## src/rtl/snoop_bus_ctrl.sv

```systemverilog
// snoop_bus_ctrl
// Two-CPU snooping coherence bus controller. It arbitrates the shared bus
// between CPU0 and CPU1 and broadcasts the winner's miss or invalidate to the
// peer core. It gathers the peer's snoop response and then steers the owner's
// fill source, which is either peer data or unified memory.
//
// Ports
//   clk, rst                      clock, asynchronous active-high reset
//   read_miss/write_miss/invalidate [1:0]  per-CPU requests (bit i = CPU i)
//   BICO0, BICO1 [10:0]           block address from each CPU
//   cpu_search_found [1:0]        bit i: CPU i holds the snooped block
//   send_other_proc_data0/1 [15:0] data each CPU offers to its peer
//   grant [1:0]                   bus ownership (never both set)
//   cpu_search [1:0]              snoop strobe to the peer of the owner
//   BOCI [12:0]                   broadcast word {op, addr}
//   cpu_datasel0/1 [1:0]          fill source: 00 none, 01 peer, 10 memory
//   invalidate_from_other_cpu [1:0] invalidate strobe to the peer
//   other_proc_data0/1 [15:0]     peer data delivered to each CPU
//   bus_busy                      high whenever a transaction is in flight
module snoop_bus_ctrl #(
    parameter int unsigned SNOOP_WAIT = 2
) (
    input  logic        clk,
    input  logic        rst,
    input  logic [1:0]  read_miss,
    input  logic [1:0]  write_miss,
    input  logic [1:0]  invalidate,
    input  logic [10:0] BICO0,
    input  logic [10:0] BICO1,
    input  logic [1:0]  cpu_search_found,
    input  logic [15:0] send_other_proc_data0,
    input  logic [15:0] send_other_proc_data1,
    output logic [1:0]  grant,
    output logic [1:0]  cpu_search,
    output logic [12:0] BOCI,
    output logic [1:0]  cpu_datasel0,
    output logic [1:0]  cpu_datasel1,
    output logic [1:0]  invalidate_from_other_cpu,
    output logic [15:0] other_proc_data0,
    output logic [15:0] other_proc_data1,
    output logic        bus_busy
);

    localparam logic [1:0] IDLE  = 2'd0;
    localparam logic [1:0] SNOOP = 2'd1;
    localparam logic [1:0] HOLD  = 2'd2;

    localparam logic [1:0] OP_READ  = 2'b01;
    localparam logic [1:0] OP_WRITE = 2'b10;
    localparam logic [1:0] OP_INV   = 2'b11;

    localparam logic [1:0] SEL_PEER = 2'b01;
    localparam logic [1:0] SEL_MEM  = 2'b10;

    logic [1:0]  state;
    logic        owner;
    logic        rr;
    logic [1:0]  op;
    logic [3:0]  count;
    logic        found;

    logic [1:0]  req;
    logic        peer;
    logic [1:0]  peer_mask;
    logic        winner;
    logic [1:0]  winner_op;
    logic [10:0] winner_addr;
    logic        found_next;
    logic [1:0]  fill_sel;
    logic        release_bus;

    assign req  = read_miss | write_miss | invalidate;
    assign peer = ~owner;
    assign peer_mask = owner ? 2'b01 : 2'b10;

    // Arbitration and op selection for the cycle spent in IDLE. A lone
    // requester wins outright; a tie goes to the round-robin pointer.
    always_comb begin
        winner = (req == 2'b11) ? rr : req[1];
        if (invalidate[winner]) begin
            winner_op = OP_INV;
        end else if (write_miss[winner]) begin
            winner_op = OP_WRITE;
        end else begin
            winner_op = OP_READ;
        end
        winner_addr = winner ? BICO1 : BICO0;
        found_next  = found | cpu_search_found[peer];
        fill_sel    = found_next ? SEL_PEER : SEL_MEM;
        // The owner dropping its request ends the transaction from either
        // SNOOP (an abort, no datasel) or HOLD (normal completion).
        release_bus = (state != IDLE) && !req[owner];
    end

    always_ff @(posedge clk or posedge rst) begin
        if (rst) begin
            state                     <= IDLE;
            owner                     <= 1'b0;
            rr                        <= 1'b0;
            op                        <= 2'b00;
            count                     <= 4'd0;
            found                     <= 1'b0;
            grant                     <= 2'b00;
            cpu_search                <= 2'b00;
            BOCI                      <= 13'd0;
            cpu_datasel0              <= 2'b00;
            cpu_datasel1              <= 2'b00;
            invalidate_from_other_cpu <= 2'b00;
            bus_busy                  <= 1'b0;
        end else if (release_bus) begin
            state                     <= IDLE;
            rr                        <= peer;
            count                     <= 4'd0;
            found                     <= 1'b0;
            grant                     <= 2'b00;
            cpu_search                <= 2'b00;
            BOCI                      <= 13'd0;
            cpu_datasel0              <= 2'b00;
            cpu_datasel1              <= 2'b00;
            invalidate_from_other_cpu <= 2'b00;
            bus_busy                  <= 1'b0;
        end else begin
            case (state)
                IDLE: begin
                    if (|req) begin
                        state      <= SNOOP;
                        owner      <= winner;
                        op         <= winner_op;
                        found      <= 1'b0;
                        count      <= 4'(SNOOP_WAIT);
                        grant      <= winner ? 2'b10 : 2'b01;
                        cpu_search <= winner ? 2'b01 : 2'b10;
                        BOCI       <= {winner_op, winner_addr};
                        bus_busy   <= 1'b1;
                        // An invalidate strobes the peer during its one and
                        // only SNOOP cycle.
                        invalidate_from_other_cpu <= (winner_op == OP_INV) ?
                                                     (winner ? 2'b01 : 2'b10) : 2'b00;
                    end
                end
                SNOOP: begin
                    invalidate_from_other_cpu <= 2'b00;
                    if (op == OP_INV) begin
                        state      <= HOLD;
                        count      <= 4'd0;
                        cpu_search <= 2'b00;
                    end else begin
                        found <= found_next;
                        count <= count - 4'd1;
                        if (count == 4'd1) begin
                            state      <= HOLD;
                            cpu_search <= 2'b00;
                            if (owner) begin
                                cpu_datasel1 <= fill_sel;
                            end else begin
                                cpu_datasel0 <= fill_sel;
                            end
                            // A write miss must also kill the peer's copy once
                            // ownership is settled.
                            if (op == OP_WRITE) begin
                                invalidate_from_other_cpu <= peer_mask;
                            end
                        end
                    end
                end
                HOLD: begin
                    invalidate_from_other_cpu <= 2'b00;
                end
                default: begin
                    state <= IDLE;
                end
            endcase
        end
    end

    // Peer data is a combinational pass-through, gated so nothing leaks out
    // unless the owner was told to fill from its peer.
    assign other_proc_data0 = (state == HOLD && cpu_datasel0 == SEL_PEER) ?
                              send_other_proc_data1 : 16'd0;
    assign other_proc_data1 = (state == HOLD && cpu_datasel1 == SEL_PEER) ?
                              send_other_proc_data0 : 16'd0;

endmodule

```

## config.mk

```make
export PLATFORM = sky130hd
export DESIGN_NAME = snoop_bus_ctrl
export DESIGN_NICKNAME = d
export VERILOG_FILES = /design/src/rtl/snoop_bus_ctrl.sv
export SDC_FILE = /design/constraint.sdc
export NUM_CORES = 1
export LEC_CHECK = 0
export CAP_MARGIN = 10
export CORE_MARGIN = 2
export CORE_UTILIZATION = 43
export CTS_BUF_LIST = sky130_fd_sc_hd__clkbuf_16
export DETAILED_ROUTE_END_ITERATION = 8
export PLACE_DENSITY_LB_ADDON = 0.15
export SYNTH_ARGS = -nofsm -noshare
export SYNTH_HDL_FRONTEND = slang
export SYNTH_SLANG_ARGS = --single-unit
```

## constraint.sdc

```tcl
create_clock -name clk -period 3.3 [get_ports clk]
set_clock_uncertainty 0.05 [all_clocks]
set_input_delay 0.66 -clock clk [delete_from_list [all_inputs] [get_ports clk]]
set_output_delay 0.66 -clock clk [all_outputs]
set_load 0.03 [all_outputs]
```

# Word-level counts from Yosys, hierarchy flattened
# Index checks and enable logic that the tools add are counted.
# classes
order_cmp	3
reduce_logical	23
n_bitwise	5
n_mux	62
add_sub_neg	1
eq_ne	15
# ops
cell	n
2-bit two-way mux	33
13-bit two-way mux	3
16-bit two-way mux	2
1-bit two-way mux	15
4-bit two-way mux	3
2-bit one-hot mux with 3 select lines	2
3-bit AND reduction	4
2-bit nonzero test	6
11-bit two-way mux	1
2-bit == test, second input constant	5
4-bit one-hot mux with 2 select lines	1
4-bit AND reduction	2
2-bit by 1-bit == test with 1-bit output, second input constant	3
1-bit by 2-bit less-than comparator with 1-bit output, second input constant	3
3-bit != test, second input constant	2
2-bit AND reduction	3
4-bit by 1-bit == test with 1-bit output, second input constant	1
2-bit != test, second input constant	2
4-bit != test, second input constant	1
2-bit bitwise OR	2
2-bit one-hot mux with 2 select lines	1
4-bit nonzero test	1
4-bit by 1-bit subtractor with 4-bit output, second input constant	1
1-bit logical AND	3
other kinds (8)	9
# word_totals
reg_bits	35
word_cells	122
in_bits	64
output_inout_bits	56

# Longest topological paths before layout
# Gate-level depths: netlist of the first run.
# depth
word_depth	13
mapped_depth	8
mapped_depth_nobuf	6

# Worst setup path before layout of the first run
# No wires, ideal clock.
# synth_timing
path_kind	flip-flop to output port
from	register state[0]
to	output other_proc_data1[10]
path_stages_with_launch	7
t_required_ns	2.590
n_path_buf	1
arrival_ns	1.458
setup_slack_ns	1.132
path_cell_list	dfrtp_1 -> inv_1 -> ha_1 -> nand2_1 -> nor2_1 -> clkbuf_1 -> and2_1
# synth_between
elab_chain_cells	3
# synth_lines
element	line	rtl
from (decl)	55	logic [1:0] state;
from (signal assigned)	97	state <= IDLE;
from (signal assigned)	111	state <= IDLE;
from (signal assigned)	126	state <= SNOOP;
2-bit == test	180	assign other_proc_data1 = (state == HOLD && cpu_datasel1 == SEL_PEER) ?
1-bit logical AND	180	
16-bit two-way mux	180	
to (decl)	40	output logic [15:0] other_proc_data1,
# No other way between the ends.

# Final worst setup path of the first run
# layout_timing
from	register state[0]
to	output other_proc_data1[6]
# The elaborated chain is that of the path after synthesis.

==> results of run 1 <==
## stage by stage
step | cell area (µm²) | util (%) | hold slack (ps) | cells
floorplan | 2260 | - | 401 | 232
global placement | 3500 | 69.0 | 418 | 413
detailed placement | 3500 | 69.0 | 424 | 413
CTS | 3670 | 72.3 | 445 | 421
global route | 3670 | 72.3 | 459 | 421
finish | 3670 | 72.3 | 440 | 421
## per-layer routing
metal  GRT usage [%]  routed length (µm)  up-vias  part of all wire (%)
met2            40.9                3450      108                    52
li1                -                   -     1083                     -
met4            7.09                  77        0                   1.2
met3            6.04                 554       11                   8.4
met5               0                   0        -                     0
met1            26.4                2490     1099                    38
## timing repair
| action | in CTS | in global routing |
|---|---|---|
| setup endpoints to repair | 0 | 16 |
| hold buffers | 0 | 0 |
| gates resized for setup | 0 | 1 |
## sequential cells by signal, indices dropped and copies added (netlist names)
| signal | flops |
|---|---|
| owner | 1 |
| grant | 2 |
| cpu_datasel0 | 2 |
| found | 1 |
| cpu_search | 2 |
| cpu_datasel1 | 2 |
| state | 2 |
| rr | 1 |
| BOCI | 13 |
| count | 4 |
| invalidate_from_other_cpu | 2 |
| op | 2 |
| bus_busy | 1 |
## layout by cell type, fill, tap and decap left out, types with 2 or more instances in the layout
master                              n
sky130_fd_sc_hd__a211o_1            3
sky130_fd_sc_hd__a21bo_2            2
sky130_fd_sc_hd__a21o_1             2
sky130_fd_sc_hd__a21oi_1           11
sky130_fd_sc_hd__a22oi_1            2
sky130_fd_sc_hd__and2_1            33
sky130_fd_sc_hd__buf_4              6
sky130_fd_sc_hd__clkbuf_16          5
sky130_fd_sc_hd__clkdlybuf4s50_1  119
sky130_fd_sc_hd__clkinv_1           2
sky130_fd_sc_hd__dfrtp_1           35
sky130_fd_sc_hd__ha_1               5
sky130_fd_sc_hd__inv_1              7
sky130_fd_sc_hd__mux2_2             8
sky130_fd_sc_hd__mux2i_1           12
sky130_fd_sc_hd__nand2_1           11
sky130_fd_sc_hd__nand3_1            3
sky130_fd_sc_hd__nand3b_1           2
sky130_fd_sc_hd__nor2_1            10
sky130_fd_sc_hd__nor2_2             3
sky130_fd_sc_hd__nor2b_1            5
sky130_fd_sc_hd__nor3_1             6
sky130_fd_sc_hd__nor4_1             5
sky130_fd_sc_hd__o21ai_0            8
sky130_fd_sc_hd__o22ai_1            6
sky130_fd_sc_hd__o2bb2ai_1         10
sky130_fd_sc_hd__o31ai_1            2
sky130_fd_sc_hd__or3_1              3
## kinds of logic after synthesis
| kind of cell | synth area share, % |
|---|---|
| AO/OA/AOI/OAI | 19.4 |
| adder cells (fa/ha/maj) | 2.77 |
| buffers and inverters | 4.82 |
| flip-flops | 38.8 |
| multiplexers | 9.31 |
| AND/OR/NAND/NOR | 24.9 |
## area by class of cell
type                            instances  area (µm²)  area share [%]
Clock buffer                            5         125            3.41
Timing Repair Buffer                  125        1240            33.7
Inverter                                8        30.0           0.818
Multi-Input combinational cell        175        1280            34.8
Clock inverter                          3        38.8            1.06
Tap cell                               70        87.6            2.39
Sequential cell                        35         876            23.9
## worst max-delay path, delay by kind of cell (launching register included)
kind | cells | cell delay (ps)
buffers and inverters | 2 | 770
AND/OR/NAND/NOR | 3 | 640
flip-flops | 1 | 400
adder cells (fa/ha/maj) | 1 | 240
## report_power, final
group | internal (mW) | total (mW) | switching (mW)
clock | 0.352 | 0.522 | 0.171
combinational | 0.745 | 1.67 | 0.929
sequential | 0.628 | 0.805 | 0.177
total | 1.72 | 3.00 | 1.28
## path summary, 6_finish.rpt
check                      cells past startpoint     start  slack, ps                      endpoint
max                                            6  state[0]        250           other_proc_data1[6]
min                                            1  BOCI[12]        440                      BOCI[12]
max reg2reg                                    5     owner       1050  invalidate_from_other_cpu[0]
min reg2reg                                    1  BOCI[12]        440                      BOCI[12]
max in group asynchronous                      3       rst       2150               cpu_datasel0[0]
min in group asynchronous                      3       rst        730                       BOCI[1]
==> insert_results.sql, run 1 <==
INSERT INTO impl_metrics (metric_group, metric, value, unit) VALUES
('setup_path', 'sort_of_element_at_the_start_of_the_critical_path', 'flop', ''),
('setup_path', 'slowest_stage', 'sky130_fd_sc_hd__clkdlybuf4s50_1', ''),
('place', 'io_buffer_count', '119', ''),
('clocking', 'cts_tree', 'done', ''),
('routing', 'vias_post_dr', '2301', ''),
('finish', 'fill_cells', '393', ''),
('synthesis', 'yosys_most_used_dff', 'sky130_fd_sc_hd__dfrtp_1', ''),
('die', 'coreArea', '5070', 'µm²'),
('die', 'num_rows', '26', ''),
('routing', 'drcViolationCount', '0', ''),
('grt', 'antenna_found_initial', '0', ''),
('die', 'die_h', '76.5', 'µm'),
('sta', 'fmax', '0.328', 'GHz'),
('grt', 'first_global_vias', '2205', ''),
('sta', 'total_negative_setup_slacks', '0', 'ps'),
('place', 'globalplace.congestion', '0.774', ''),
('setup_path', 'critical_path.max_stage_delay', '680', 'ps'),
('routing', 'detail_route.wl_per_cell', '15.6', 'µm'),
('die', 'top_level_ports', '120', ''),
('grt', 'overflow', '0', ''),
('clocking', 'cts_max_level', '2', ''),
('synthesis', 'ys_seq_elements', '35', ''),
('synthesis', 'synth_fp_nets', '301', ''),
('status', 'status', 'finished clean', ''),
('synthesis', 'area_contributors_post_synth', 'sky130_fd_sc_hd__dfrtp_1 39%, sky130_fd_sc_hd__and2_1 9.1%, sky130_fd_sc_hd__mux2i_1 5.3%, sky130_fd_sc_hd__mux2_2 4.0%, sky130_fd_sc_hd__o2bb2ai_1 3.9%', ''),
('setup_path', 'cp_max_fo', '16', ''),
('grt', 'grt_pass1_wl', '10800', 'µm'),
('place', 'pre_cts_ws', '330', 'ps'),
('clocking', 'tritoncts_num_sinks', '35', ''),
('synthesis', 'synth_largest_area_cell', 'sky130_fd_sc_hd__dfrtp_1', ''),
('sta', 'final-max-slew-violation-count', '0', ''),
('power_and_ir_drop', 'power.static_leakage', '1.47', 'nW'),
('power_and_ir_drop', 'power', '3.00', 'mW'),
('sta', 'final_hold_viol_count', '0', ''),
('hold_path', 'path_class_of_the_lowest_slack_min_delay_path', 'flop to flop', ''),
('routing', 'route.final.wire_length', '6570', 'µm'),
('die', 'die-area', '5850', 'µm²'),
('finish', 'area_growth_syn_to_layout', '62.5', '%'),
('setup_path', 'crit_arrival', '2340', 'ps'),
('sta', 'grt_setup_unrepaired', 'false', ''),
('synthesis', 'synthDistinctLibCells', '53', ''),
('synthesis', 'synth-warning-count', '0', ''),
('setup_path', 'required', '2590', 'ps'),
('setup_path', 'crit_path_end_kind', 'primary output', ''),
('clocking', 'clock_tree.root_cell', 'sky130_fd_sc_hd__clkbuf_16', ''),
('sta', 'min_period_over_period', '92.5', '%'),
('clocking', 'clock_input_transition_at_the_sequential_cells_of_the_worst_setup_and_hold_paths', '50', 'ps'),
('synthesis', 'syn-instance-count', '232', ''),
('sta', 'period_needed', '3050', 'ps'),
('sta', 'worst_pin_slew', '580', 'ps'),
('synthesis', 'synth_seq_area_share', '38.8', '%'),
('sta', 'worst_slew_margin_relative_to_its_limit', '61.2', '%'),
('finish', 'layout-drive-gt1-share', '9.97', '%'),
('clocking', 'cts_inserted_buffers', '5', ''),
('finish', 'antenna-diode-count', '0', ''),
('synthesis', 'synth_common_cells', '35 x sky130_fd_sc_hd__dfrtp_1, 33 x sky130_fd_sc_hd__and2_1, 12 x sky130_fd_sc_hd__mux2i_1', ''),
('routing', 'via_per_inst', '5.47', ''),
('sta', 'report.final.setup_viol', '0', ''),
('grt', 'grt_start_max_net_pins', '36', ''),
('routing', 'detail_route.first_pass.iterations', '4', ''),
('die', 'die-width', '76.5', 'µm'),
('clocking', 'cts_setup_buffers', '0', ''),
('finish', 'final_net_count', '419', ''),
('sta', 'postLayoutSetupSlackWorst', '248', 'ps'),
('routing', 'drt_first_iter_violations', '96', ''),
('clocking', 'clkLatencyLatePin', '280', 'ps'),
('setup_path', 'path_class', 'flop to primary output', ''),
('synthesis', 'yosys.area.top_type_share', '38.8', '%'),
('die', 'initial_utilization', '44.5', '%'),
('grt', 'groute.usage.overall', '22.8', '%'),
('synthesis', 'post_synth.cell_area_avg', '9.73', 'µm²'),
('power_and_ir_drop', 'powerDensity', '818', 'nW/µm²'),
('synthesis', 'synthesis.area', '2260', 'µm²'),
('place', 'hpwl', '4900', 'µm'),
('synthesis', 'synth_edf_count', '0', ''),
('setup_path', 'cp_cell_sequence', 'inv_1 -> ha_1 -> nand2_1 -> nor2_2 -> and2_1 -> clkdlybuf4s50_1', ''),
('synthesis', 'ys_async_sr_fraction', '100', '%'),
('clocking', 'cts_max_path_buffers', '2', ''),
('synthesis', 'yosys.cell_count.top_type', 'sky130_fd_sc_hd__dfrtp_1', ''),
('routing', 'detail-route-antenna-nets', '0', ''),
('job', 'maxCapViolations', '0', ''),
('power_and_ir_drop', 'power.ir.vdd_worst', '0.590', 'mV');
Note: power is estimated with default switching activity, not from simulation.
==> inputs of run 2 (changes only) <==
--- a/config.mk
+++ b/config.mk
@@ -9,6 +9,7 @@
 export CORE_MARGIN = 2
 export CORE_UTILIZATION = 43
 export CTS_BUF_LIST = sky130_fd_sc_hd__clkbuf_16
+export CTS_CLUSTER_SIZE = 10
 export DETAILED_ROUTE_END_ITERATION = 8
 export PLACE_DENSITY_LB_ADDON = 0.15
 export SYNTH_ARGS = -nofsm -noshare
==> results of run 2 <==
The final DEF is identical to that of run 1; final timing and power are the same.
==> inputs of run 3 (changes only) <==
--- a/config.mk
+++ b/config.mk
@@ -6,6 +6,7 @@
 export NUM_CORES = 1
 export LEC_CHECK = 0
 export CAP_MARGIN = 10
+export CORE_ASPECT_RATIO = 0.8
 export CORE_MARGIN = 2
 export CORE_UTILIZATION = 43
 export CTS_BUF_LIST = sky130_fd_sc_hd__clkbuf_16
==> insert_results.sql, run 3 (synthesis gave the netlist of run 1 again) <==
INSERT INTO impl_metrics (metric_group, metric, value, unit) VALUES
('status', 'status', 'finished clean', ''),
('routing', 'vias_post_dr', '2191', ''),
('sta', 'total_negative_setup_slacks', '0', 'ps'),
('sta', 'hold_slack', '434', 'ps'),
('finish', 'largest_register_ff_count', '13', ''),
('routing', 'via_per_inst', '5.31', ''),
('clocking', 'cts_tree', 'done', ''),
('setup_path', 'sort_of_element_at_the_start_of_the_critical_path', 'flop', ''),
('job', 'maxCapViolations', '0', ''),
('sta', 'worst_slew_margin_relative_to_its_limit', '55.9', '%'),
('power_and_ir_drop', 'power', '2.95', 'mW'),
('power_and_ir_drop', 'power.ir.vdd_worst', '0.533', 'mV'),
('place', 'io_buffer_count', '119', ''),
('grt', 'grt_pass1_wl', '10300', 'µm'),
('setup_path', 'worstRegToRegCells', '9', ''),
('setup_path', 'cp_cell_sequence', 'inv_1 -> ha_1 -> and3b_1 -> and2_1 -> clkdlybuf4s50_1', ''),
('clocking', 'clock_input_transition_at_the_sequential_cells_of_the_worst_setup_and_hold_paths', '50', 'ps'),
('power_and_ir_drop', 'p_seq_share', '27.3', '%'),
('grt', 'overflow', '0', ''),
('sta', 'grt_setup_unrepaired', 'false', ''),
('clocking', 'tritoncts_num_sinks', '35', ''),
('finish', 'sequential_cell_area', '876', 'µm²'),
('clocking', 'cts_max_path_buffers', '2', ''),
('power_and_ir_drop', 'powerDensity', '811', 'nW/µm²'),
('die', 'coreArea', '5040', 'µm²'),
('finish', 'final_net_count', '419', ''),
('clocking', 'clkLatencyLatePin', '280', 'ps'),
('power_and_ir_drop', 'total_switching_power', '1.30', 'mW'),
('finish', 'largestRegisters', 'BOCI x13, count x4', ''),
('routing', 'drcViolationCount', '0', ''),
('hold_path', 'number_of_cells_traversed_by_the_worst_hold_path', '1', ''),
('clocking', 'cts_inserted_buffers', '5', ''),
('place', 'globalplace.congestion', '0.817', ''),
('routing', 'detail-route-antenna-nets', '0', ''),
('sta', 'min_period_over_period', '90.9', '%'),
('clocking', 'clock_tree.root_cell', 'sky130_fd_sc_hd__clkbuf_16', ''),
('setup_path', 'critical_path.max_stage_delay', '680', 'ps'),
('sta', 'report.final.setup_viol', '0', ''),
('power_and_ir_drop', 'power_switching_share', '44.0', '%'),
('die', 'die_h', '68.8', 'µm'),
('grt', 'antenna_found_initial', '0', ''),
('hold_path', 'path_class_of_the_lowest_slack_min_delay_path', 'flop to flop', ''),
('power_and_ir_drop', 'p_int', '1.65', 'mW'),
('place', 'place_area', '3490', 'µm²'),
('power_and_ir_drop', 'power.static_leakage', '1.46', 'nW'),
('clocking', 'post_cts_hold_buffer_count', '0', ''),
('setup_path', 'required', '2590', 'ps'),
('die', 'initial_utilization', '44.8', '%'),
('finish', 'final_common_cell', 'sky130_fd_sc_hd__clkdlybuf4s50_1', ''),
('finish', 'antenna-diode-count', '0', ''),
('place', 'number_of_placed_instances_with_taps_included', '405', ''),
('setup_path', 'crit_path_end_kind', 'primary output', ''),
('grt', 'grt_start_max_net_pins', '36', ''),
('sta', 'period_needed', '3000', 'ps'),
('routing', 'detail_route.wl_per_cell', '16.2', 'µm'),
('clocking', 'cts_setup_buffers', '0', ''),
('routing', 'detail_route.first_pass.iterations', '4', ''),
('setup_path', 'crit_arrival', '2290', 'ps'),
('place', 'hpwl', '5120', 'µm'),
('finish', 'instances_no_fill', '413', ''),
('clocking', 'cts_max_level', '2', ''),
('sta', 'final_hold_viol_count', '0', ''),
('finish', 'fill_cells', '394', ''),
('sta', 'fmax', '0.333', 'GHz'),
('finish', 'layout-drive-gt1-share', '9.69', '%'),
('routing', 'route.final.wire_length', '6690', 'µm'),
('setup_path', 'cp_max_fo', '16', ''),
('setup_path', 'slowest_stage', 'sky130_fd_sc_hd__clkdlybuf4s50_1', ''),
('routing', 'drt_first_iter_violations', '185', ''),
('setup_path', 'path_class', 'flop to primary output', ''),
('sta', 'final-max-slew-violation-count', '0', ''),
('power_and_ir_drop', 'p_comb_share', '57.6', '%'),
('finish', 'top_register', 'BOCI', ''),
('die', 'die-area', '5850', 'µm²'),
('die', 'top_level_ports', '120', ''),
('finish', 'multi_input_comb_area', '1270', 'µm²'),
('grt', 'groute.usage.overall', '22.6', '%'),
('die', 'die-width', '85.0', 'µm'),
('die', 'num_rows', '23', ''),
('power_and_ir_drop', 'pwr-share-clk', '15.1', '%'),
('sta', 'worst_pin_slew', '661', 'ps'),
('grt', 'first_global_vias', '2104', ''),
('finish', 'layout_common_cells', '119 x sky130_fd_sc_hd__clkdlybuf4s50_1, 35 x sky130_fd_sc_hd__dfrtp_1, 33 x sky130_fd_sc_hd__and2_1', ''),
('clocking', 'resized_cells_post_cts', '0', ''),
('finish', 'area_growth_syn_to_layout', '60.9', '%'),
('finish', 'stdcell_area', '3630', 'µm²');
-- run 3: cell count changes in the layout (fill, tap and decap cells not counted), sizes merged --
| cell | delta |
|---|---|
| inv | +1 |
| clkinvlp | +1 |
| bufinv | -1 |
| clkinv | -1 |
-- run 3: final cells by class --
class	instances	share of cell area (%)
Multi-Input combinational cell	175	35.0
Tap cell	62	2.13
Clock inverter	3	0.448
Clock buffer	5	3.44
Inverter	8	0.826
Sequential cell	35	24.1
Timing Repair Buffer	125	34.0
-- run 3: metal layers --
metal	wire, µm	GRT usage, %
met1	2820	29.0
met4	42	4.96
met2	3350	39.4
met3	478	5.36
met5	0	0
-- run 3: critical path, delay by kind of cell (launching register included) --
kind | cells | cell delay, ps
buf+inv | 2 | 780
fa+ha+maj | 1 | 230
simple gates | 2 | 590
flops | 1 | 410
-- run 3: final timing paths --
| path | slack, ps | endpoint | start |
|---|---|---|---|
| worst max register to register | 880 | grant[0] | state[1] |
| min in group asynchronous | 720 | BOCI[10] | rst |
| worst max-delay path | 300 | other_proc_data0[5] | state[0] |
| worst min register to register | 430 | found | found |
| worst min-delay path | 430 | found | found |
| max in group asynchronous | 2150 | state[0] | rst |
-- run 3: metrics by stage --
stage / setup slack, ps / utilization (%)
floorplan: 1130 / -
global placement: 633 / 69.4
finish: 300 / 72.2
global route: 115 / 72.2
detailed placement: 591 / 69.4
CTS: 289 / 72.2
-- run 3: power by group through the flow --
stage	Combinational, mW	Sequential [mW]	Clock (mW)
5_1_grt	1.81	0.831	0.470
6_report	1.70	0.806	0.445
2_1_floorplan	0.833	1.03	0
3_3_place_gp	1.66	0.796	0
4_1_cts	1.70	0.803	0.453
3_5_place_dp	1.68	0.804	0
